File: config.mk
export PLATFORM = sky130hd
export DESIGN_NAME = exec_unit
export DESIGN_NICKNAME = d
export VERILOG_FILES = /design/src/rtl/exec_unit.sv
export SDC_FILE = /design/constraint.sdc
export NUM_CORES = 1
export LEC_CHECK = 0
export CAP_MARGIN = 20
export CORE_ASPECT_RATIO = 0.75
export CORE_MARGIN = 10
export CORE_UTILIZATION = 50
export DETAILED_ROUTE_END_ITERATION = 6
export GPL_TIMING_DRIVEN = 1
export PLACE_DENSITY = 0.79
export SKIP_LAST_GASP = 1
export SLEW_MARGIN = 10
export SYNTH_ARGS = -nofsm -noshare
export SYNTH_HDL_FRONTEND = slang
export SYNTH_SLANG_ARGS = --single-unit
File: constraint.sdc
create_clock -name clk -period 13.7 [get_ports clk]
set_input_delay 2.74 -clock clk [delete_from_list [all_inputs] [get_ports clk]]
set_output_delay 2.74 -clock clk [all_outputs]
set_load 0.1 [all_outputs]
File: src/rtl/exec_unit.sv
// Multi-cycle execution unit: single-cycle ALU ops plus a bit-serial shift-add multiplier,
// with a registered register-file write-back port.
module exec_unit #(
   parameter  int unsigned WIDTH      = 32,
   localparam int unsigned ADDR_WIDTH = $clog2(WIDTH)
) (
   input  logic                  clk,
   input  logic                  rst,
   input  logic                  start,
   input  logic [2:0]            op,
   input  logic [ADDR_WIDTH-1:0] rd,
   input  logic [WIDTH-1:0]      rdata1,
   input  logic [WIDTH-1:0]      rdata2,
   output logic                  busy,
   output logic                  write,
   output logic [ADDR_WIDTH-1:0] wnum,
   output logic [WIDTH-1:0]      wdata,
   output logic                  done
);

   localparam logic [2:0] OP_ADD = 3'b000;
   localparam logic [2:0] OP_SUB = 3'b001;
   localparam logic [2:0] OP_AND = 3'b010;
   localparam logic [2:0] OP_OR  = 3'b011;
   localparam logic [2:0] OP_XOR = 3'b100;
   localparam logic [2:0] OP_SLL = 3'b101;
   localparam logic [2:0] OP_SRL = 3'b110;
   localparam logic [2:0] OP_MUL = 3'b111;

   localparam logic [ADDR_WIDTH-1:0] LAST_STEP = ADDR_WIDTH'(WIDTH - 1);

   typedef enum logic [1:0] {
      IDLE = 2'b00,
      CALC = 2'b01,
      WB   = 2'b10
   } state_t;

   state_t                state_q, state_d;
   logic [WIDTH-1:0]      a_q, a_d;
   logic [WIDTH-1:0]      b_q, b_d;
   logic [WIDTH-1:0]      acc_q, acc_d;
   logic [ADDR_WIDTH-1:0] cnt_q, cnt_d;
   logic [ADDR_WIDTH-1:0] rd_q, rd_d;
   logic                  busy_d, write_d, done_d;
   logic [ADDR_WIDTH-1:0] wnum_d;
   logic [WIDTH-1:0]      wdata_d;

   logic [WIDTH-1:0]      alu_res;
   logic [WIDTH-1:0]      acc_sum;
   logic [ADDR_WIDTH-1:0] shamt;

   // Single-cycle ALU on the live read ports, used only at acceptance
   assign shamt = rdata2[ADDR_WIDTH-1:0];

   always_comb begin
      alu_res = '0;
      case (op)
         OP_ADD:  alu_res = rdata1 + rdata2;
         OP_SUB:  alu_res = rdata1 - rdata2;
         OP_AND:  alu_res = rdata1 & rdata2;
         OP_OR:   alu_res = rdata1 | rdata2;
         OP_XOR:  alu_res = rdata1 ^ rdata2;
         OP_SLL:  alu_res = rdata1 << shamt;
         OP_SRL:  alu_res = rdata1 >> shamt;
         default: alu_res = '0;
      endcase
   end

   // a_q is the multiplicand shifted left per step, b_q the multiplier shifted right
   assign acc_sum = acc_q + (b_q[0] ? a_q : '0);

   always_comb begin
      state_d = state_q;
      a_d     = a_q;
      b_d     = b_q;
      acc_d   = acc_q;
      cnt_d   = cnt_q;
      rd_d    = rd_q;
      write_d = 1'b0;
      done_d  = 1'b0;
      wnum_d  = wnum;
      wdata_d = wdata;

      case (state_q)
         IDLE: begin
            if (start) begin
               a_d   = rdata1;
               b_d   = rdata2;
               rd_d  = rd;
               cnt_d = '0;
               acc_d = '0;
               if (op == OP_MUL) begin
                  state_d = CALC;
               end else begin
                  state_d = WB;
                  wdata_d = alu_res;
                  wnum_d  = rd;
                  write_d = (rd != '0);
                  done_d  = 1'b1;
               end
            end
         end
         CALC: begin
            acc_d = acc_sum;
            a_d   = a_q << 1;
            b_d   = b_q >> 1;
            cnt_d = cnt_q + ADDR_WIDTH'(1);
            if (cnt_q == LAST_STEP) begin
               cnt_d   = '0;
               state_d = WB;
               wdata_d = acc_sum;
               wnum_d  = rd_q;
               write_d = (rd_q != '0);
               done_d  = 1'b1;
            end
         end
         WB: begin
            state_d = IDLE;
         end
         default: begin
            state_d = IDLE;
         end
      endcase

      busy_d = (state_d != IDLE);
   end

   always_ff @(posedge clk or posedge rst) begin
      if (rst) begin
         state_q <= IDLE;
         a_q     <= '0;
         b_q     <= '0;
         acc_q   <= '0;
         cnt_q   <= '0;
         rd_q    <= '0;
         busy    <= 1'b0;
         write   <= 1'b0;
         done    <= 1'b0;
         wnum    <= '0;
         wdata   <= '0;
      end else begin
         state_q <= state_d;
         a_q     <= a_d;
         b_q     <= b_d;
         acc_q   <= acc_d;
         cnt_q   <= cnt_d;
         rd_q    <= rd_d;
         busy    <= busy_d;
         write   <= write_d;
         done    <= done_d;
         wnum    <= wnum_d;
         wdata   <= wdata_d;
      end
   end

endmodule

==> impl_metrics.xml, run 1 <==
<?xml version="1.0" encoding="UTF-8"?>
<metrics>
  <group name="detailed_routing">
    <metric name="detailedRoute.firstIterationViolations" unit="">2286</metric>
    <metric name="routed-via-count" unit="">15700</metric>
    <metric name="drt_drc_violations_left" unit="">0</metric>
    <metric name="drt.antenna.violating_nets" unit="">0</metric>
    <metric name="drt-wirelength-per-cell" unit="µm">25.1</metric>
    <metric name="detailedRoute.firstPassIterationCount" unit="">6</metric>
    <metric name="finalWirelength" unit="µm">59200</metric>
    <metric name="vias_per_cell" unit="">6.67</metric>
  </group>
  <group name="grt">
    <metric name="grt_antenna_before_repair" unit="">0</metric>
    <metric name="via_count_of_the_first_global_routing_pass" unit="">15000</metric>
    <metric name="grt_max_degree" unit="">89</metric>
    <metric name="global_route.overflow_total" unit="">0</metric>
    <metric name="grt_usage" unit="%">30.3</metric>
    <metric name="grt_pass1_wl" unit="µm">91700</metric>
  </group>
  <group name="cells_and_area">
    <metric name="final_layout_size_suffix_gt1_share" unit="%">7.46</metric>
    <metric name="multi_input_area" unit="µm²">11000</metric>
    <metric name="area.sequential" unit="µm²">3700</metric>
    <metric name="num-fill-cells" unit="">2782</metric>
    <metric name="num-nets-final" unit="">2152</metric>
    <metric name="insertedDiodeCount" unit="">0</metric>
    <metric name="layout-area-overhead-vs-synth" unit="%">12.6</metric>
  </group>
  <group name="setup_path">
    <metric name="end_kind" unit="">flip-flop</metric>
    <metric name="critPathLaunch" unit="">rdata2[3]</metric>
    <metric name="timing.rr.start" unit="">b_q[0]$_DFFE_PP0P_</metric>
    <metric name="worst_ep_arrival_time" unit="ns">8.01</metric>
    <metric name="worstPathMaxFanout" unit="">50</metric>
    <metric name="kind_of_critical_path" unit="">in2reg</metric>
    <metric name="critical_path.startpoint_type" unit="">input pin</metric>
    <metric name="crit_required" unit="ns">14.05</metric>
    <metric name="timing.reg2reg.setup_slack" unit="ns">9.83</metric>
  </group>
  <group name="power">
    <metric name="power.ir.vdd_worst" unit="mV">0.150</metric>
    <metric name="leakage" unit="nW">7.55</metric>
    <metric name="cellInternalPower" unit="mW">1.24</metric>
    <metric name="power.share.switching" unit="%">47.5</metric>
    <metric name="net_switching_power" unit="mW">1.12</metric>
    <metric name="seq_power_share" unit="%">28.1</metric>
    <metric name="p_comb_share" unit="%">50.6</metric>
    <metric name="power.clock.fraction" unit="%">21.3</metric>
    <metric name="p_per_area" unit="nW/µm²">136</metric>
  </group>
  <group name="logic_synthesis">
    <metric name="synth-seq-cells" unit="">148</metric>
    <metric name="post_syn_nets" unit="">2120</metric>
    <metric name="synth_most_common_cell" unit="">nor2_1</metric>
    <metric name="post_synthesis_instance_area" unit="µm²">15500</metric>
    <metric name="post_synth_most_frequent_cells" unit="">nor2_1, nand2_1, a21oi_1, dfrtp_1, ha_1</metric>
    <metric name="synth_warnings" unit="">0</metric>
    <metric name="post_synth_main_area_contributors" unit="">dfrtp_1, ha_1, mux4_2, a21oi_1, nor2_1</metric>
    <metric name="asyncSetResetFlopFracSynth" unit="%">100</metric>
    <metric name="synth_seq_area_share" unit="%">23.9</metric>
    <metric name="syn_avg_cell_area" unit="µm²">8.09</metric>
    <metric name="synthFlopType" unit="">dfrtp_1</metric>
    <metric name="postSynthCellCount" unit="">1913</metric>
    <metric name="synth_top_cell_by_area" unit="">dfrtp_1</metric>
    <metric name="synth.lib_cells_used.distinct" unit="">84</metric>
    <metric name="synth_top_cell_area_share" unit="%">23.9</metric>
    <metric name="synth_edf_count" unit="">0</metric>
  </group>
  <group name="timing">
    <metric name="final.min_clock_period" unit="ns">7.66</metric>
    <metric name="report.final.slew_viol_count" unit="">0</metric>
    <metric name="whs" unit="ns">0.490</metric>
    <metric name="final_period_util" unit="%">55.9</metric>
    <metric name="grt_setup_unrepaired" unit="">false</metric>
    <metric name="fmax" unit="GHz">0.131</metric>
    <metric name="worst_slew_margin_relative_to_its_limit" unit="%">33.2</metric>
    <metric name="finalSetupViolCount" unit="">0</metric>
    <metric name="timing.setup.tns" unit="ns">0</metric>
    <metric name="worstMarginPinSlew" unit="ns">0.999</metric>
    <metric name="hold_violations" unit="">0</metric>
    <metric name="timing.clock.skew" unit="ns">0.0154</metric>
  </group>
  <group name="run">
    <metric name="max_cap_violations" unit="">0</metric>
  </group>
  <group name="clock_network">
    <metric name="ctsHtreeMaxLevel" unit="">4</metric>
    <metric name="cts_tree" unit="">done</metric>
    <metric name="tritoncts_num_sinks" unit="">148</metric>
    <metric name="post_cts_resize_count" unit="">0</metric>
    <metric name="cts-root-to-sink-buffers" unit="">2</metric>
    <metric name="clock_latency" unit="ns">0.46</metric>
    <metric name="root_buffer" unit="">clkbuf_16</metric>
    <metric name="post_cts_hold_buffer_count" unit="">0</metric>
    <metric name="postCtsSetupRepairBufs" unit="">0</metric>
    <metric name="cts_buffers" unit="">17</metric>
    <metric name="path_clk_slew" unit="ns">0.07</metric>
  </group>
  <group name="placed_design">
    <metric name="place_hpwl" unit="µm">43200</metric>
    <metric name="gp_routability_congestion" unit="">1.02</metric>
    <metric name="io_buffers" unit="">114</metric>
  </group>
  <group name="floorplan">
    <metric name="die_y" unit="µm">172</metric>
    <metric name="die-width" unit="µm">223</metric>
    <metric name="ios" unit="">115</metric>
    <metric name="initial_core_util" unit="%">51.0</metric>
    <metric name="dieArea" unit="µm²">38500</metric>
    <metric name="core_area" unit="µm²">30300</metric>
    <metric name="rows" unit="">55</metric>
  </group>
  <group name="hold_path">
    <metric name="hold_path_class" unit="">reg2reg</metric>
    <metric name="holdCritStartpoint" unit="">acc_q[8]$_DFFE_PP0P_</metric>
  </group>
  <group name="outcome">
    <metric name="status" unit="">finished, final reports clean</metric>
  </group>
</metrics>
[cell usage in the layout, fill, tap and decap left out, types with 10 or more instances in the layout]
master           synthesis  layout
nor2_1                 183     182
nand2_1                180     179
a21oi_1                170     170
dfrtp_1                148     147
ha_1                   130     130
o21ai_0                122     122
clkdlybuf4s50_1          0     111
a22oi_1                 89      89
inv_1                   74      73
nor2b_1                 70      66
xnor2_1                 56      56
mux2i_1                 50      50
mux4_2                  45      45
a31oi_1                 44      44
o22ai_1                 42      42
nor3_1                  37      37
and2_1                  35      35
a21o_1                  29      29
o21ai_1                 27      27
buf_4                    5      27
xor2_1                  25      25
a211oi_1                19      19
clkbuf_16                0      17
nand2b_1                14      14
o221ai_1                14      14
nand3_1                 13      13
o211ai_1                13      13
a22o_1                  13      13
mux2_2                  10      10
[final timing paths]
kind	end	cells past startpoint
worst min-delay path	acc_q[8]$_DFFE_PP0P_	2
worst max register to register	wdata[28]$_DFFE_PP0P_	14
min in group asynchronous	cnt_q[0]$_DFFE_PP0P_	2
max in group asynchronous	acc_q[3]$_DFFE_PP0P_	3
worst min register to register	acc_q[8]$_DFFE_PP0P_	2
worst max-delay path	wdata[30]$_DFFE_PP0P_	17
[routing by layer]
metal  up-vias  wire length, µm  global-route usage (%)
li1       7087                -                       -
met1      7654            26200                    42.8
met2       864            25900                    46.1
met3       109             5620                    5.89
met4         0             1420                    8.35
met5         -                0                       0
[stage by stage]
stage          std cells  power [mW]  worst slack (ns)  area [µm²]  util (%)
4_1_cts             2356        2.36              6.20       17400      57.4
3_5_place_dp        2325        1.85              5.73       16800      55.5
2_1_floorplan       1913        1.50              6.98       15500         -
5_1_grt             2356        2.49              5.59       17400      57.4
6_report            2356        2.37              6.04       17400      57.4
3_3_place_gp        2324        1.82              5.85       16800      55.4
[power by group through the flow]
stage          combinational (mW)  clock [mW]  sequential, mW
2_1_floorplan               0.585           0           0.917
3_3_place_gp                 1.15           0           0.664
3_5_place_dp                 1.18           0           0.668
4_1_cts                      1.18       0.508           0.663
5_1_grt                      1.28       0.525           0.681
6_report                     1.20       0.503           0.666
[cells by family after synthesis]
| kind of cell | after synthesis | synth area share, % |
|---|---|---|
| compound gates | 661 | 27.2 |
| mux | 105 | 10.5 |
| buf+inv | 206 | 5.37 |
| flops | 148 | 23.9 |
| simple gates | 579 | 17.5 |
| xor+xnor | 82 | 4.69 |
| fa+ha+maj | 132 | 10.8 |
[registers in the layout, indices dropped and copies added, names as in the netlist]
name and count:
a_q 32, acc_q 32, b_q 32, busy 1
cnt_q 5, done 1, rd_q 5, state_q 2
wdata 32, wnum 5, write 1
[final cells by class]
class / instances / area share, %
Clock buffer: 20 / 2.56
Clock inverter: 11 / 0.890
Inverter: 78 / 1.71
Multi-Input combinational cell: 1559 / 63.0
Sequential cell: 148 / 21.3
Tap cell: 399 / 2.86
Timing Repair Buffer: 141 / 7.71
[critical path, stage by stage]
cell,delay (ns)
clkdlybuf4s50_1,0.40
buf_4,0.30
clkinv_1,0.09
buf_4,0.44
nand2_1,0.41
nor2_1,0.27
nand4_1,0.33
nor4b_1,0.78
a21oi_1,0.18
xnor2_1,0.17
ha_1,0.43
nand3_1,0.18
o41ai_2,0.57
o31ai_1,0.17
mux2i_1,0.19
a32oi_1,0.12
o22a_1,0.19
No activity file was read; power rests on OpenSTA's default activity.
==> inputs of run 2 (changes only) <==
==> constraint.sdc (replaced) <==
create_clock -name clk -period 7.51 [get_ports clk]
set_input_delay 1.502 -clock clk [delete_from_list [all_inputs] [get_ports clk]]
set_output_delay 1.502 -clock clk [all_outputs]
set_load 0.1 [all_outputs]
==> impl_metrics.xml, run 2 (same netlist as run 1, synthesis figures left out) <==
<?xml version="1.0" encoding="UTF-8"?>
<metrics>
  <group name="cells_and_area">
    <metric name="insertedDiodeCount" unit="">0</metric>
    <metric name="final_layout_size_suffix_gt1_share" unit="%">7.65</metric>
    <metric name="multi_input_area" unit="µm²">11000</metric>
    <metric name="layout.cell_area.non_filler" unit="µm²">17500</metric>
    <metric name="num-nets-final" unit="">2157</metric>
    <metric name="fin_util" unit="%">57.6</metric>
    <metric name="layout.cells.most_common" unit="">nor2_1</metric>
    <metric name="layout.cells.most_common_list" unit="">nor2_1, nand2_1, a21oi_1</metric>
    <metric name="area.sequential" unit="µm²">3700</metric>
    <metric name="num-fill-cells" unit="">2784</metric>
    <metric name="layout-area-overhead-vs-synth" unit="%">12.9</metric>
  </group>
  <group name="timing">
    <metric name="grt_setup_unrepaired" unit="">false</metric>
    <metric name="hold_violations" unit="">0</metric>
    <metric name="timing.setup.tns" unit="ns">0</metric>
    <metric name="finalSetupViolCount" unit="">0</metric>
    <metric name="worstMarginPinSlew" unit="ns">1.11</metric>
    <metric name="worst_slew_margin_relative_to_its_limit" unit="%">26.2</metric>
    <metric name="report.final.slew_viol_count" unit="">0</metric>
    <metric name="fmax" unit="GHz">0.164</metric>
    <metric name="timing.clock.skew" unit="ns">0.00966</metric>
    <metric name="final_period_util" unit="%">81.2</metric>
    <metric name="final.min_clock_period" unit="ns">6.10</metric>
  </group>
  <group name="floorplan">
    <metric name="rows" unit="">55</metric>
    <metric name="die_y" unit="µm">172</metric>
    <metric name="ios" unit="">115</metric>
    <metric name="core_area" unit="µm²">30300</metric>
    <metric name="dieArea" unit="µm²">38500</metric>
    <metric name="initial_core_util" unit="%">51.0</metric>
    <metric name="die-width" unit="µm">223</metric>
  </group>
  <group name="detailed_routing">
    <metric name="detailedRoute.firstPassIterationCount" unit="">6</metric>
    <metric name="drt-wirelength-per-cell" unit="µm">25.0</metric>
    <metric name="finalWirelength" unit="µm">58900</metric>
    <metric name="drt.antenna.violating_nets" unit="">0</metric>
    <metric name="detailedRoute.firstIterationViolations" unit="">2207</metric>
    <metric name="drt_drc_violations_left" unit="">0</metric>
    <metric name="vias_per_cell" unit="">6.71</metric>
    <metric name="routed-via-count" unit="">15800</metric>
  </group>
  <group name="clock_network">
    <metric name="path_clk_slew" unit="ns">0.07</metric>
    <metric name="tritoncts_num_sinks" unit="">148</metric>
    <metric name="ctsHtreeMaxLevel" unit="">4</metric>
    <metric name="postCtsSetupRepairBufs" unit="">0</metric>
    <metric name="cts-root-to-sink-buffers" unit="">2</metric>
    <metric name="cts_buffers" unit="">17</metric>
    <metric name="post_cts_resize_count" unit="">0</metric>
    <metric name="post_cts_hold_buffer_count" unit="">0</metric>
    <metric name="root_buffer" unit="">clkbuf_16</metric>
    <metric name="clock_latency" unit="ns">0.45</metric>
    <metric name="cts_tree" unit="">done</metric>
  </group>
  <group name="setup_path">
    <metric name="critPathLaunch" unit="">rdata2[3]</metric>
    <metric name="critical_path.startpoint_type" unit="">input pin</metric>
    <metric name="worst_reg2reg_path_endpoint" unit="">wdata[28]$_DFFE_PP0P_</metric>
    <metric name="end_kind" unit="">flip-flop</metric>
    <metric name="reg2reg_depth" unit="">13</metric>
    <metric name="timing.rr.start" unit="">b_q[0]$_DFFE_PP0P_</metric>
    <metric name="crit_required" unit="ns">7.85</metric>
    <metric name="kind_of_critical_path" unit="">in2reg</metric>
    <metric name="worst_ep_arrival_time" unit="ns">6.44</metric>
    <metric name="timing.reg2reg.setup_slack" unit="ns">3.35</metric>
    <metric name="worstPathMaxFanout" unit="">31</metric>
  </group>
  <group name="hold_path">
    <metric name="holdCritStartpoint" unit="">acc_q[9]$_DFFE_PP0P_</metric>
    <metric name="hold_path_class" unit="">reg2reg</metric>
    <metric name="worst_hold_path.endpoint" unit="">acc_q[9]$_DFFE_PP0P_</metric>
    <metric name="whs_path_depth" unit="">2</metric>
  </group>
  <group name="placed_design">
    <metric name="place_hpwl" unit="µm">43200</metric>
    <metric name="gp_routability_congestion" unit="">1.10</metric>
    <metric name="io_buffers" unit="">114</metric>
    <metric name="detailed_place.area" unit="µm²">16800</metric>
  </group>
  <group name="power">
    <metric name="leakage" unit="nW">7.58</metric>
    <metric name="power.ir.vdd_worst" unit="mV">0.218</metric>
    <metric name="p_per_area" unit="nW/µm²">248</metric>
    <metric name="totalPowerFinal" unit="mW">4.33</metric>
  </group>
  <group name="grt">
    <metric name="grt_antenna_before_repair" unit="">0</metric>
    <metric name="via_count_of_the_first_global_routing_pass" unit="">15000</metric>
    <metric name="grt_pass1_wl" unit="µm">90500</metric>
    <metric name="global_route.overflow_total" unit="">0</metric>
    <metric name="grt_usage" unit="%">30.0</metric>
    <metric name="grt_max_degree" unit="">95</metric>
  </group>
  <group name="outcome">
    <metric name="status" unit="">finished, final reports clean</metric>
  </group>
  <group name="run">
    <metric name="max_cap_violations" unit="">0</metric>
  </group>
</metrics>
[run 2: area by class of cell]
class	instances	share of cell area, %
Clock inverter	10	0.859
Tap cell	399	2.86
Multi-Input combinational cell	1559	62.8
Timing Repair Buffer	146	7.94
Sequential cell	148	21.2
Inverter	78	1.70
Clock buffer	20	2.61
[run 2: power by group]
group	switching [mW]	internal, mW	total (mW)
combinational	1.46	0.712	2.17
clock	0.388	0.542	0.930
sequential	0.203	1.02	1.22
[run 2: through the flow]
step / hold WS, ns / worst slack [ns] / cells
after floorplan: 0.452 / 2.03 / 1913
after global placement: 0.467 / 1.18 / 2329
after detailed placement: 0.471 / 1.11 / 2329
after CTS: 0.491 / 1.57 / 2359
after global routing: 0.510 / 1.10 / 2360
final: 0.490 / 1.41 / 2360
[run 2: worst max path at each step]
| stage | depth (start not counted) | slack, ns | to |
|---|---|---|---|
| after floorplan | 1 | 2.03 | a_q[0]$_DFFE_PP0P_ |
| after CTS | 17 | 1.57 | wdata[30]$_DFFE_PP0P_ |
| after global routing | 17 | 1.10 | wdata[30]$_DFFE_PP0P_ |
| after global placement | 17 | 1.18 | wdata[30]$_DFFE_PP0P_ |
| final | 17 | 1.41 | wdata[30]$_DFFE_PP0P_ |
| after detailed placement | 17 | 1.11 | wdata[30]$_DFFE_PP0P_ |
[run 2: critical path: stages]
cell             delay [ns]
clkdlybuf4s50_1        0.44
buf_4                  0.27
nor2_1                 0.71
and3_1                 0.49
nand3_2                0.24
o31ai_1                0.32
xnor2_1                0.17
ha_1                   0.31
a21oi_1                0.13
o21ai_0                0.13
a2111o_1               0.40
a21oi_1                0.25
o41ai_2                0.16
o31ai_1                0.33
mux2i_1                0.24
a32oi_1                0.12
o22a_1                 0.19
[run 2: per-layer routing]
layer  wire (µm)  vias to the layer above  global-route usage, %  part of all wire, %
met2       25000                      913                   44.3                   42
li1            -                     7094                      -                    -
met5           0                        -                      0                    0
met3        6450                      129                   7.54                   11
met4        1900                        0                   9.76                  3.2
met1       25600                     7693                   41.8                   43
==> inputs of run 3 (changes only) <==
--- a/config.mk
+++ b/config.mk
@@ -11,7 +11,7 @@
 export CORE_UTILIZATION = 50
 export DETAILED_ROUTE_END_ITERATION = 6
 export GPL_TIMING_DRIVEN = 1
-export PLACE_DENSITY = 0.79
+export PLACE_DENSITY = 0.81
 export SKIP_LAST_GASP = 1
 export SLEW_MARGIN = 10
 export SYNTH_ARGS = -nofsm -noshare
==> constraint.sdc (replaced) <==
create_clock -name clk -period 4.9 [get_ports clk]
set_input_delay 0.98 -clock clk [delete_from_list [all_inputs] [get_ports clk]]
set_output_delay 0.98 -clock clk [all_outputs]
set_load 0.1 [all_outputs]
==> impl_metrics.xml, run 3 (same netlist as run 1, synthesis figures left out) <==
<?xml version="1.0" encoding="UTF-8"?>
<metrics>
  <group name="setup_path">
    <metric name="end_kind" unit="">flip-flop</metric>
    <metric name="worstPathMaxFanout" unit="">2</metric>
    <metric name="critPathLaunch" unit="">rdata2[7]</metric>
    <metric name="crit_required" unit="ns">5.25</metric>
    <metric name="critical_path.startpoint_type" unit="">input pin</metric>
    <metric name="kind_of_critical_path" unit="">in2reg</metric>
    <metric name="worst_ep_arrival_time" unit="ns">5.05</metric>
    <metric name="timing.rr.start" unit="">b_q[0]$_DFFE_PP0P_</metric>
  </group>
  <group name="floorplan">
    <metric name="die_y" unit="µm">172</metric>
    <metric name="core_area" unit="µm²">30300</metric>
    <metric name="rows" unit="">55</metric>
    <metric name="ios" unit="">115</metric>
    <metric name="initial_core_util" unit="%">51.0</metric>
    <metric name="die-width" unit="µm">223</metric>
    <metric name="dieArea" unit="µm²">38500</metric>
  </group>
  <group name="power">
    <metric name="totalPowerFinal" unit="mW">6.69</metric>
    <metric name="p_per_area" unit="nW/µm²">365</metric>
    <metric name="net_switching_power" unit="mW">3.22</metric>
    <metric name="power.share.switching" unit="%">48.1</metric>
    <metric name="p_comb_share" unit="%">51.4</metric>
    <metric name="power.ir.vdd_worst" unit="mV">0.392</metric>
    <metric name="cellInternalPower" unit="mW">3.47</metric>
    <metric name="leakage" unit="nW">8.11</metric>
    <metric name="power.clock.fraction" unit="%">20.5</metric>
    <metric name="seq_power_share" unit="%">28.1</metric>
  </group>
  <group name="grt">
    <metric name="grt_usage" unit="%">30.7</metric>
    <metric name="grt_pass1_wl" unit="µm">92800</metric>
    <metric name="global_route.overflow_total" unit="">0</metric>
    <metric name="grt_antenna_before_repair" unit="">2</metric>
    <metric name="grt_max_degree" unit="">149</metric>
    <metric name="via_count_of_the_first_global_routing_pass" unit="">15700</metric>
  </group>
  <group name="detailed_routing">
    <metric name="vias_per_cell" unit="">6.57</metric>
    <metric name="detailedRoute.firstPassIterationCount" unit="">6</metric>
    <metric name="routed-via-count" unit="">16300</metric>
    <metric name="detailedRoute.firstIterationViolations" unit="">2118</metric>
    <metric name="drt.antenna.violating_nets" unit="">0</metric>
    <metric name="drt_drc_violations_left" unit="">0</metric>
    <metric name="finalWirelength" unit="µm">60000</metric>
    <metric name="drt-wirelength-per-cell" unit="µm">24.2</metric>
  </group>
  <group name="timing">
    <metric name="grt_setup_unrepaired" unit="">true</metric>
    <metric name="worstMarginPinSlew" unit="ns">1.12</metric>
    <metric name="final_period_util" unit="%">95.9</metric>
    <metric name="report.final.slew_viol_count" unit="">0</metric>
    <metric name="finalSetupViolCount" unit="">0</metric>
    <metric name="timing.setup.tns" unit="ns">0</metric>
    <metric name="final.min_clock_period" unit="ns">4.70</metric>
    <metric name="fmax" unit="GHz">0.213</metric>
    <metric name="worst_slew_margin_relative_to_its_limit" unit="%">25.2</metric>
    <metric name="hold_violations" unit="">0</metric>
    <metric name="timing.clock.skew" unit="ns">0.0155</metric>
  </group>
  <group name="clock_network">
    <metric name="path_clk_slew" unit="ns">0.07</metric>
    <metric name="cts-root-to-sink-buffers" unit="">2</metric>
    <metric name="ctsHtreeMaxLevel" unit="">4</metric>
    <metric name="tritoncts_num_sinks" unit="">148</metric>
    <metric name="post_cts_hold_buffer_count" unit="">0</metric>
    <metric name="root_buffer" unit="">clkbuf_16</metric>
    <metric name="cts_buffers" unit="">17</metric>
    <metric name="cts_tree" unit="">done</metric>
    <metric name="clock_latency" unit="ns">0.46</metric>
  </group>
  <group name="cells_and_area">
    <metric name="final_layout_size_suffix_gt1_share" unit="%">13.0</metric>
    <metric name="layout.cell_area.non_filler" unit="µm²">18400</metric>
    <metric name="layout.cells.most_common_list" unit="">nor2_1, nand2_1, a21oi_1</metric>
    <metric name="layout.cells.most_common" unit="">nor2_1</metric>
    <metric name="layoutNonFillerInstCount" unit="">2479</metric>
    <metric name="layout-area-overhead-vs-synth" unit="%">18.5</metric>
    <metric name="num-nets-final" unit="">2272</metric>
  </group>
  <group name="run">
    <metric name="max_cap_violations" unit="">0</metric>
  </group>
  <group name="placed_design">
    <metric name="place_hpwl" unit="µm">44400</metric>
    <metric name="io_buffers" unit="">114</metric>
    <metric name="detailed_place.area" unit="µm²">17700</metric>
    <metric name="dp_cells" unit="">2444</metric>
    <metric name="gp_routability_congestion" unit="">1.01</metric>
  </group>
  <group name="hold_path">
    <metric name="holdCritStartpoint" unit="">acc_q[22]$_DFFE_PP0P_</metric>
    <metric name="hold_path_class" unit="">reg2reg</metric>
  </group>
  <group name="outcome">
    <metric name="status" unit="">finished, final reports clean</metric>
  </group>
</metrics>
==> run 3: changes by cell type in the layout (fill, tap and decap cells not counted), sizes merged <==
cell / previous run / this run
clkbuf: 20 / 17
clkinvlp: 0 / 4
buf: 35 / 150
bufinv: 3 / 1
diode: 0 / 2
inv: 79 / 85
clkinv: 6 / 3
==> run 3: worst paths after layout <==
check | slack [ns] | depth (start not counted) | to
hold / removal | 0.49 | 1 | acc_q[22]$_DFFE_PP0P_
max in group asynchronous | 3.17 | 3 | b_q[4]$_DFFE_PP0P_
hold reg to reg | 0.49 | 1 | acc_q[22]$_DFFE_PP0P_
min in group asynchronous | 1.12 | 3 | cnt_q[1]$_DFFE_PP0P_
setup reg to reg | 0.67 | 12 | wdata[30]$_DFFE_PP0P_
setup / recovery | 0.20 | 17 | wdata[30]$_DFFE_PP0P_
==> run 3: per-layer routing <==
| layer | GRT usage, % | up-vias | part of all wire (%) |
|---|---|---|---|
| met5 | 0 | - | 0 |
| met4 | 12.5 | 0 | 3.6 |
| met3 | 7.31 | 123 | 9.8 |
| met2 | 45.4 | 898 | 42 |
| met1 | 42.2 | 7933 | 44 |
| li1 | - | 7330 | - |
==> run 3: layout make-up <==
cell class / count / area [µm²]
Timing Repair Buffer: 261 / 2270
Clock inverter: 15 / 158
Sequential cell: 148 / 3700
Tap cell: 399 / 499
Antenna cell: 2 / 5.00
Inverter: 78 / 297
Fill cell: 2652 / 12000
Multi-Input combinational cell: 1559 / 11000
Clock buffer: 17 / 425
==> run 3: stage by stage <==
stage,util (%),hold slack [ns],setup slack [ns]
after global routing,60.4,0.503,-0.0879
after detailed placement,58.4,0.470,-0.212
after CTS,60.3,0.488,0.247
after global placement,58.4,0.464,-0.153
final,60.5,0.486,0.203
after floorplan,-,0.452,0.348
==> run 3: timing repair <==
item / 4_1_cts / 5_1_grt
buffers inserted: 0 / 0
resized for setup: 0 / 3
endpoints found under the setup margin: 0 / 3
==> run 3: power by group through the flow <==
stage	clock, mW	combinational [mW]	sequential (mW)
after floorplan	0	1.64	2.56
after global placement	0	3.31	1.87
after detailed placement	0	3.38	1.88
after CTS	1.38	3.39	1.87
after global routing	1.43	3.67	1.93
final	1.37	3.44	1.88
==> run 3: worst max-delay path, cell delays in order <==
cell and delay (ns):
clkdlybuf4s50_1 0.43, or3_4 0.43, nor3_4 0.14, nand3_1 0.13
or3_1 0.36, o31ai_1 0.29, xnor2_1 0.11, ha_1 0.22
a21oi_1 0.21, o21ai_0 0.20, a2111o_1 0.44, a21oi_2 0.17
o41ai_2 0.11, o31ai_1 0.31, mux2i_1 0.22, a32oi_1 0.11
o22a_1 0.18
==> variant 1: new RTL, config.mk and constraints of run 1 <==
Change the parameter `WIDTH` from 32 to 16.
--- a/src/rtl/exec_unit.sv
+++ b/src/rtl/exec_unit.sv
@@ -3,3 +3,3 @@
 module exec_unit #(
-   parameter  int unsigned WIDTH      = 32,
+   parameter  int unsigned WIDTH      = 16,
    localparam int unsigned ADDR_WIDTH = $clog2(WIDTH)
Ports: changed (5 resized); port bits go from 115 to 65. The function was not compared with the original's and may differ.
==> variant 1 against run 1 <==
Synthesized cell count is 52% lower. Power is 48% lower. Critical endpoint is now wdata[14]. Synthesized area is 51% lower. Cell area is 51% lower. Count of clock-buffer cells in the layout is 11 lower. Sequential cell count is 67 lower. Setup slack better by 1200 ps. Routed wire length is 59% lower. Via count is 53% lower.
==> variant 1: results (changes against run 1) <==
- Result of the run: completed (unchanged)
- Top post-synthesis cells by area: sky130_fd_sc_hd__dfrtp_1, sky130_fd_sc_hd__ha_1, sky130_fd_sc_hd__nand2_1 (was sky130_fd_sc_hd__dfrtp_1, sky130_fd_sc_hd__ha_1, sky130_fd_sc_hd__mux4_2)
- Average wire per cell in the routed design: 21.2 um (was 25.1 um)
- DP Area: 8270 um^2 (was 16,800 um^2)
- Final Wtd Congestion: 1.05 (was 1.02)
- Maximum number of pins on one net before global-route repair: 79 (was 89)
- Number of standard cells in the layout, taps in and fillers out: 1,153 (was 2,356)
- Leakage: 3.82 nW (was 7.55 nW)
- Worst Hold Slack: 487 ps (was 490 ps)
- Worst vdd ir: 0.120 mV (was 0.150 mV)
- Mean area per synthesized cell: 8.20 um^2 (was 8.09 um^2)
- Arr. time, crit path: 6680 ps (was 8010 ps)
- Total track usage: 23.6% (was 30.3%)
- Launch point of the worst hold path: a_q[15] (was acc_q[8])
- Reg-to-reg endpoint: wdata[12] (was wdata[28])
- Worst Hold Endpoint: a_q[15] (was acc_q[8])
- Via count of the first global-routing pass: 6,911 (was 15,000)
- Vias: 7,348 (was 15,700)
- Half-perimeter wire length after placement: 18,500 um (was 43,200 um)
- Worst reg2reg setup slack: 10,010 ps (was 9830 ps)
- TritonCTS Buffers: 9 (was 17)
- Count of unique library cells instantiated by Yosys: 67 (was 84)
- Switching Share: 48.8% (was 47.5%)
- Met3 routed WL: 2900 um (was 5620 um)
- M3 GR Usage: 7.68% (was 5.89%)
- GRT met1 Usage: 33.7% (was 42.8%)
- FILL cells: 1,315 (was 2,782)
- Net total in the final layout: 1,057 (was 2,152)
- Net count after synthesis: 1,026 (was 2,120)
variant 1: changes by cell type after synthesis, sizes merged, moves of 26 or more:
| cell | delta |
|---|---|
| a21oi | -108 |
| o21ai | -87 |
| nor2 | -86 |
| nand2 | -72 |
| dfrtp | -67 |
| a22oi | -65 |
| ha | -65 |
| clkbuf | -64 |
| nor2b | -60 |
| inv | -33 |
| mux2i | -32 |
| mux4 | -28 |
| o22ai | -26 |
| xnor2 | -26 |
variant 1: cells by family after synthesis:
kind of cell / after synthesis / share of synthesized area [%]
compound gates: 273 / 23.5
xor+xnor: 36 / 4.19
fa+ha+maj: 67 / 11.3
buf+inv: 97 / 5.11
flops: 81 / 27.0
mux: 47 / 9.28
simple gates: 316 / 19.6
variant 1: power groups by stage:
stage | Sequential, mW | Clock (mW) | Combinational, mW
floorplan | 0.546 | 0 | 0.282
global placement | 0.373 | 0 | 0.614
detailed placement | 0.376 | 0 | 0.625
CTS | 0.372 | 0.239 | 0.628
global route | 0.382 | 0.250 | 0.676
finish | 0.373 | 0.237 | 0.631
variant 1: worst max-delay path by stage:
| stage | cells past startpoint | start | endpoint |
|---|---|---|---|
| after detailed placement | 13 | op[2] | wdata[14] |
| final | 13 | op[2] | wdata[14] |
| after global routing | 13 | op[2] | wdata[14] |
| after CTS | 13 | op[2] | wdata[14] |
| after global placement | 13 | rdata2[3] | wdata[14] |
| after floorplan | 15 | rdata2[0] | wdata[14] |
variant 1: cell type report:
type / count / share of cell area, %
clock inverters: 7 / 0.615
flip-flops and latches: 81 / 23.7
clock buffers: 9 / 2.63
multi-input cells: 739 / 60.0
repair buffers: 73 / 8.17
well taps: 200 / 2.93
inverters: 44 / 1.95
==> variant 2: new RTL, flow settings as in run 1 <==
Without the edit above. Add an input register stage for `rdata2`, cleared by the reset; this delays it by one clock. The other inputs are not delayed to match.
--- a/src/rtl/exec_unit.sv
+++ b/src/rtl/exec_unit.sv
@@ -37,2 +37,12 @@
 
+   logic [WIDTH-1:0] rdata2_q;
+
+   always_ff @(posedge clk or posedge rst) begin
+      if (rst) begin
+         rdata2_q <= '0;
+      end else begin
+         rdata2_q <= rdata2;
+      end
+   end
+
    state_t                state_q, state_d;
@@ -52,3 +62,3 @@
    // Single-cycle ALU on the live read ports, used only at acceptance
-   assign shamt = rdata2[ADDR_WIDTH-1:0];
+   assign shamt = rdata2_q[ADDR_WIDTH-1:0];
 
@@ -57,7 +67,7 @@
       case (op)
-         OP_ADD:  alu_res = rdata1 + rdata2;
-         OP_SUB:  alu_res = rdata1 - rdata2;
-         OP_AND:  alu_res = rdata1 & rdata2;
-         OP_OR:   alu_res = rdata1 | rdata2;
-         OP_XOR:  alu_res = rdata1 ^ rdata2;
+         OP_ADD:  alu_res = rdata1 + rdata2_q;
+         OP_SUB:  alu_res = rdata1 - rdata2_q;
+         OP_AND:  alu_res = rdata1 & rdata2_q;
+         OP_OR:   alu_res = rdata1 | rdata2_q;
+         OP_XOR:  alu_res = rdata1 ^ rdata2_q;
          OP_SLL:  alu_res = rdata1 << shamt;
@@ -87,3 +97,3 @@
                a_d   = rdata1;
-               b_d   = rdata2;
+               b_d   = rdata2_q;
                rd_d  = rd;
Behaviour: not the same (a bounded check fails within 4 cycles, from zero or initial values and one cycle with rst high).
==> variant 2 against run 1 <==
Highest routed layer unchanged. Sequential cell count up 32. Routed wire length up 6.5%. Register-to-register slack worse by 2100 ps. Global-route usage up 0.36 points. Synthesized area up 4.6%. Setup slack worse by 190 ps. The run now ends with DRC left. Cell area up 4.9%. Power up 2.3%.
==> variant 2: results (changes against run 1) <==
- Result of the run: finished, violations left (was completed)
- Failing checks: DRC
- Final Wtd Congestion: 1.05 (was 1.02)
- Launch point of the worst hold path: b_q[24] (was acc_q[8])
- R2R cell count: 19 (was 14)
- Count of unique library cells instantiated by Yosys: 83 (was 84)
- Worst reg2reg setup slack: 7740 ps (was 9830 ps)
- Synth top cells by count: sky130_fd_sc_hd__nor2_1, sky130_fd_sc_hd__dfrtp_1, sky130_fd_sc_hd__nand2_1 (was sky130_fd_sc_hd__nor2_1, sky130_fd_sc_hd__nand2_1, sky130_fd_sc_hd__a21oi_1)
- Total track usage: 30.6% (was 30.3%)
- Half-perimeter wire length after placement: 45,600 um (was 43,200 um)
- Crit Reg-Reg Startpoint: rdata2_q[1] (was b_q[0])
- Worst Hold Endpoint: b_q[24] (was acc_q[8])
- Top post-synthesis cells by area: sky130_fd_sc_hd__dfrtp_1, sky130_fd_sc_hd__ha_1, sky130_fd_sc_hd__mux4_2 (unchanged)
- Number of detailed-route iterations in the first pass: 7 (was 6)
- Via count of the first global-routing pass: 15,000 (about the same)
- Maximum number of pins on one net before global-route repair: 108 (was 89)
- Largest driver fanout on the critical path: 15 (was 50)
- Worst Skew: 15.9 ps (was 15.4 ps)
- Reg-to-reg endpoint: wdata[30] (was wdata[28])
- Fraction of layout cells with a size suffix above 1: 7.96% (was 7.46%)
- Initial antenna violation count: 2 (was 0)
- DRC violation count after routing: 11 (was 0)
- Share of synthesized registers carrying an async set or reset: 100% (unchanged)
- Number of instances in the synthesized netlist: 1,929 (was 1,913)
- DP Area: 17,700 um^2 (was 16,800 um^2)
- Average wire per cell in the routed design: 26.0 um (was 25.1 um)
- Largest stage delay on the critical path: 830 ps (was 780 ps)
- FILL cells: 2,882 (was 2,782)
- Slowest cell on crit path: sky130_fd_sc_hd__and2_0 (was sky130_fd_sc_hd__nor4b_1)
- Share of the yosys chip area belonging to registers: 27.8% (was 23.9%)
- Leakage: 8.03 nW (was 7.55 nW)
- Worst Hold Slack: 480 ps (was 490 ps)
- Vias per inst: 6.54 (was 6.67)
- Arr. time, crit path: 8240 ps (was 8010 ps)
- Net total in the final layout: 2,179 (was 2,152)
- Register clock-pin slew on the reported worst setup and hold paths: 70 ps (about the same)
- Transition time at the pin with the least slew margin: 1050 ps (was 999 ps)
- Yosys top cell by area: sky130_fd_sc_hd__dfrtp_1 (unchanged)
- Power density normalized to cell area: 132 nW/um^2 (was 136 nW/um^2)
- Iteration-0 DRC Markers: 2,260 (was 2,286)
- Net count after synthesis: 2,136 (was 2,120)
- Switching Share: 47.1% (was 47.5%)
- Worst vdd ir: 0.123 mV (was 0.150 mV)
- Global-route wire length before repair: 94,700 um (was 91,700 um)
- Total wire length: 63,000 um (was 59,200 um)
variant 2: cell count changes after synthesis, sizes merged, moves of 8 or more:
cell / before / now
a222oi: 0 / 12
a21oi: 172 / 164
xnor2: 57 / 65
o22ai: 42 / 5
inv: 77 / 95
nor2b: 70 / 49
xor2: 25 / 16
dfrtp: 148 / 180
mux4: 45 / 56
a22oi: 89 / 78
nor2: 184 / 206
variant 2: power by group through the flow:
| stage | sequential (mW) | combinational [mW] | clock, mW |
|---|---|---|---|
| after floorplan | 1.01 | 0.551 | 0 |
| after global placement | 0.763 | 1.12 | 0 |
| after detailed placement | 0.766 | 1.14 | 0 |
| after CTS | 0.758 | 1.14 | 0.507 |
| after global routing | 0.778 | 1.23 | 0.532 |
| final | 0.760 | 1.16 | 0.502 |
variant 2: cells by family (layout without fill, tap and decap cells):
logic type,after synthesis,in the layout,synth area share (%)
other,0,1,0
adder cells (fa/ha/maj),132,132,10.3
buffers and inverters,224,280,5.32
AO/OA/AOI/OAI,614,614,24.4
AND/OR/NAND/NOR,587,587,16.6
XOR/XNOR,81,81,4.38
multiplexers,111,111,11.2
flip-flops,180,180,27.8
variant 2: layout make-up:
type                       instances  area share, %
antenna                            1         0.0137
clock buffer                      20           2.39
clock inverter                    12          0.780
inverter                          96           2.01
multi-input combinational       1525           59.4
sequential                       180           24.7
tap                              435           2.98
timing repair buffer             152           7.77
variant 2: worst max-delay path by stage:
| stage | startpoint | end | slack (ps) | depth (start not counted) |
|---|---|---|---|---|
| after global routing | op[1] | wdata[30] | 5700 | 16 |
| after global placement | op[1] | wdata[30] | 5670 | 16 |
| after detailed placement | op[1] | wdata[30] | 5540 | 16 |
| final | op[1] | wdata[30] | 5850 | 16 |
| after CTS | op[1] | wdata[30] | 6000 | 16 |
| after floorplan | rst | a_q[0] | 6070 | 1 |
variant 2: through the flow:
stage | power (mW) | setup WS [ps]
6_report | 2.42 | 5850
5_1_grt | 2.54 | 5700
4_1_cts | 2.41 | 6000
3_5_place_dp | 1.90 | 5540
3_3_place_gp | 1.88 | 5670
2_1_floorplan | 1.56 | 6070
variant 2: tightest hold or removal path: stages (launching register included):
cell and delay [ps]:
sky130_fd_sc_hd__dfrtp_1 350, sky130_fd_sc_hd__nand2_1 40, sky130_fd_sc_hd__o21ai_0 60
variant 2: routing by layer:
metal / part of all wire (%) / wire length, um / track usage [%] / up-vias
met5: 0 / 0 / 0 / -
met4: 2.9 / 1840 / 9.51 / 0
met3: 12 / 7870 / 10.7 / 109
met2: 40 / 25400 / 42.6 / 926
met1: 44 / 27900 / 43.3 / 7688
li1: - / - / - / 7101
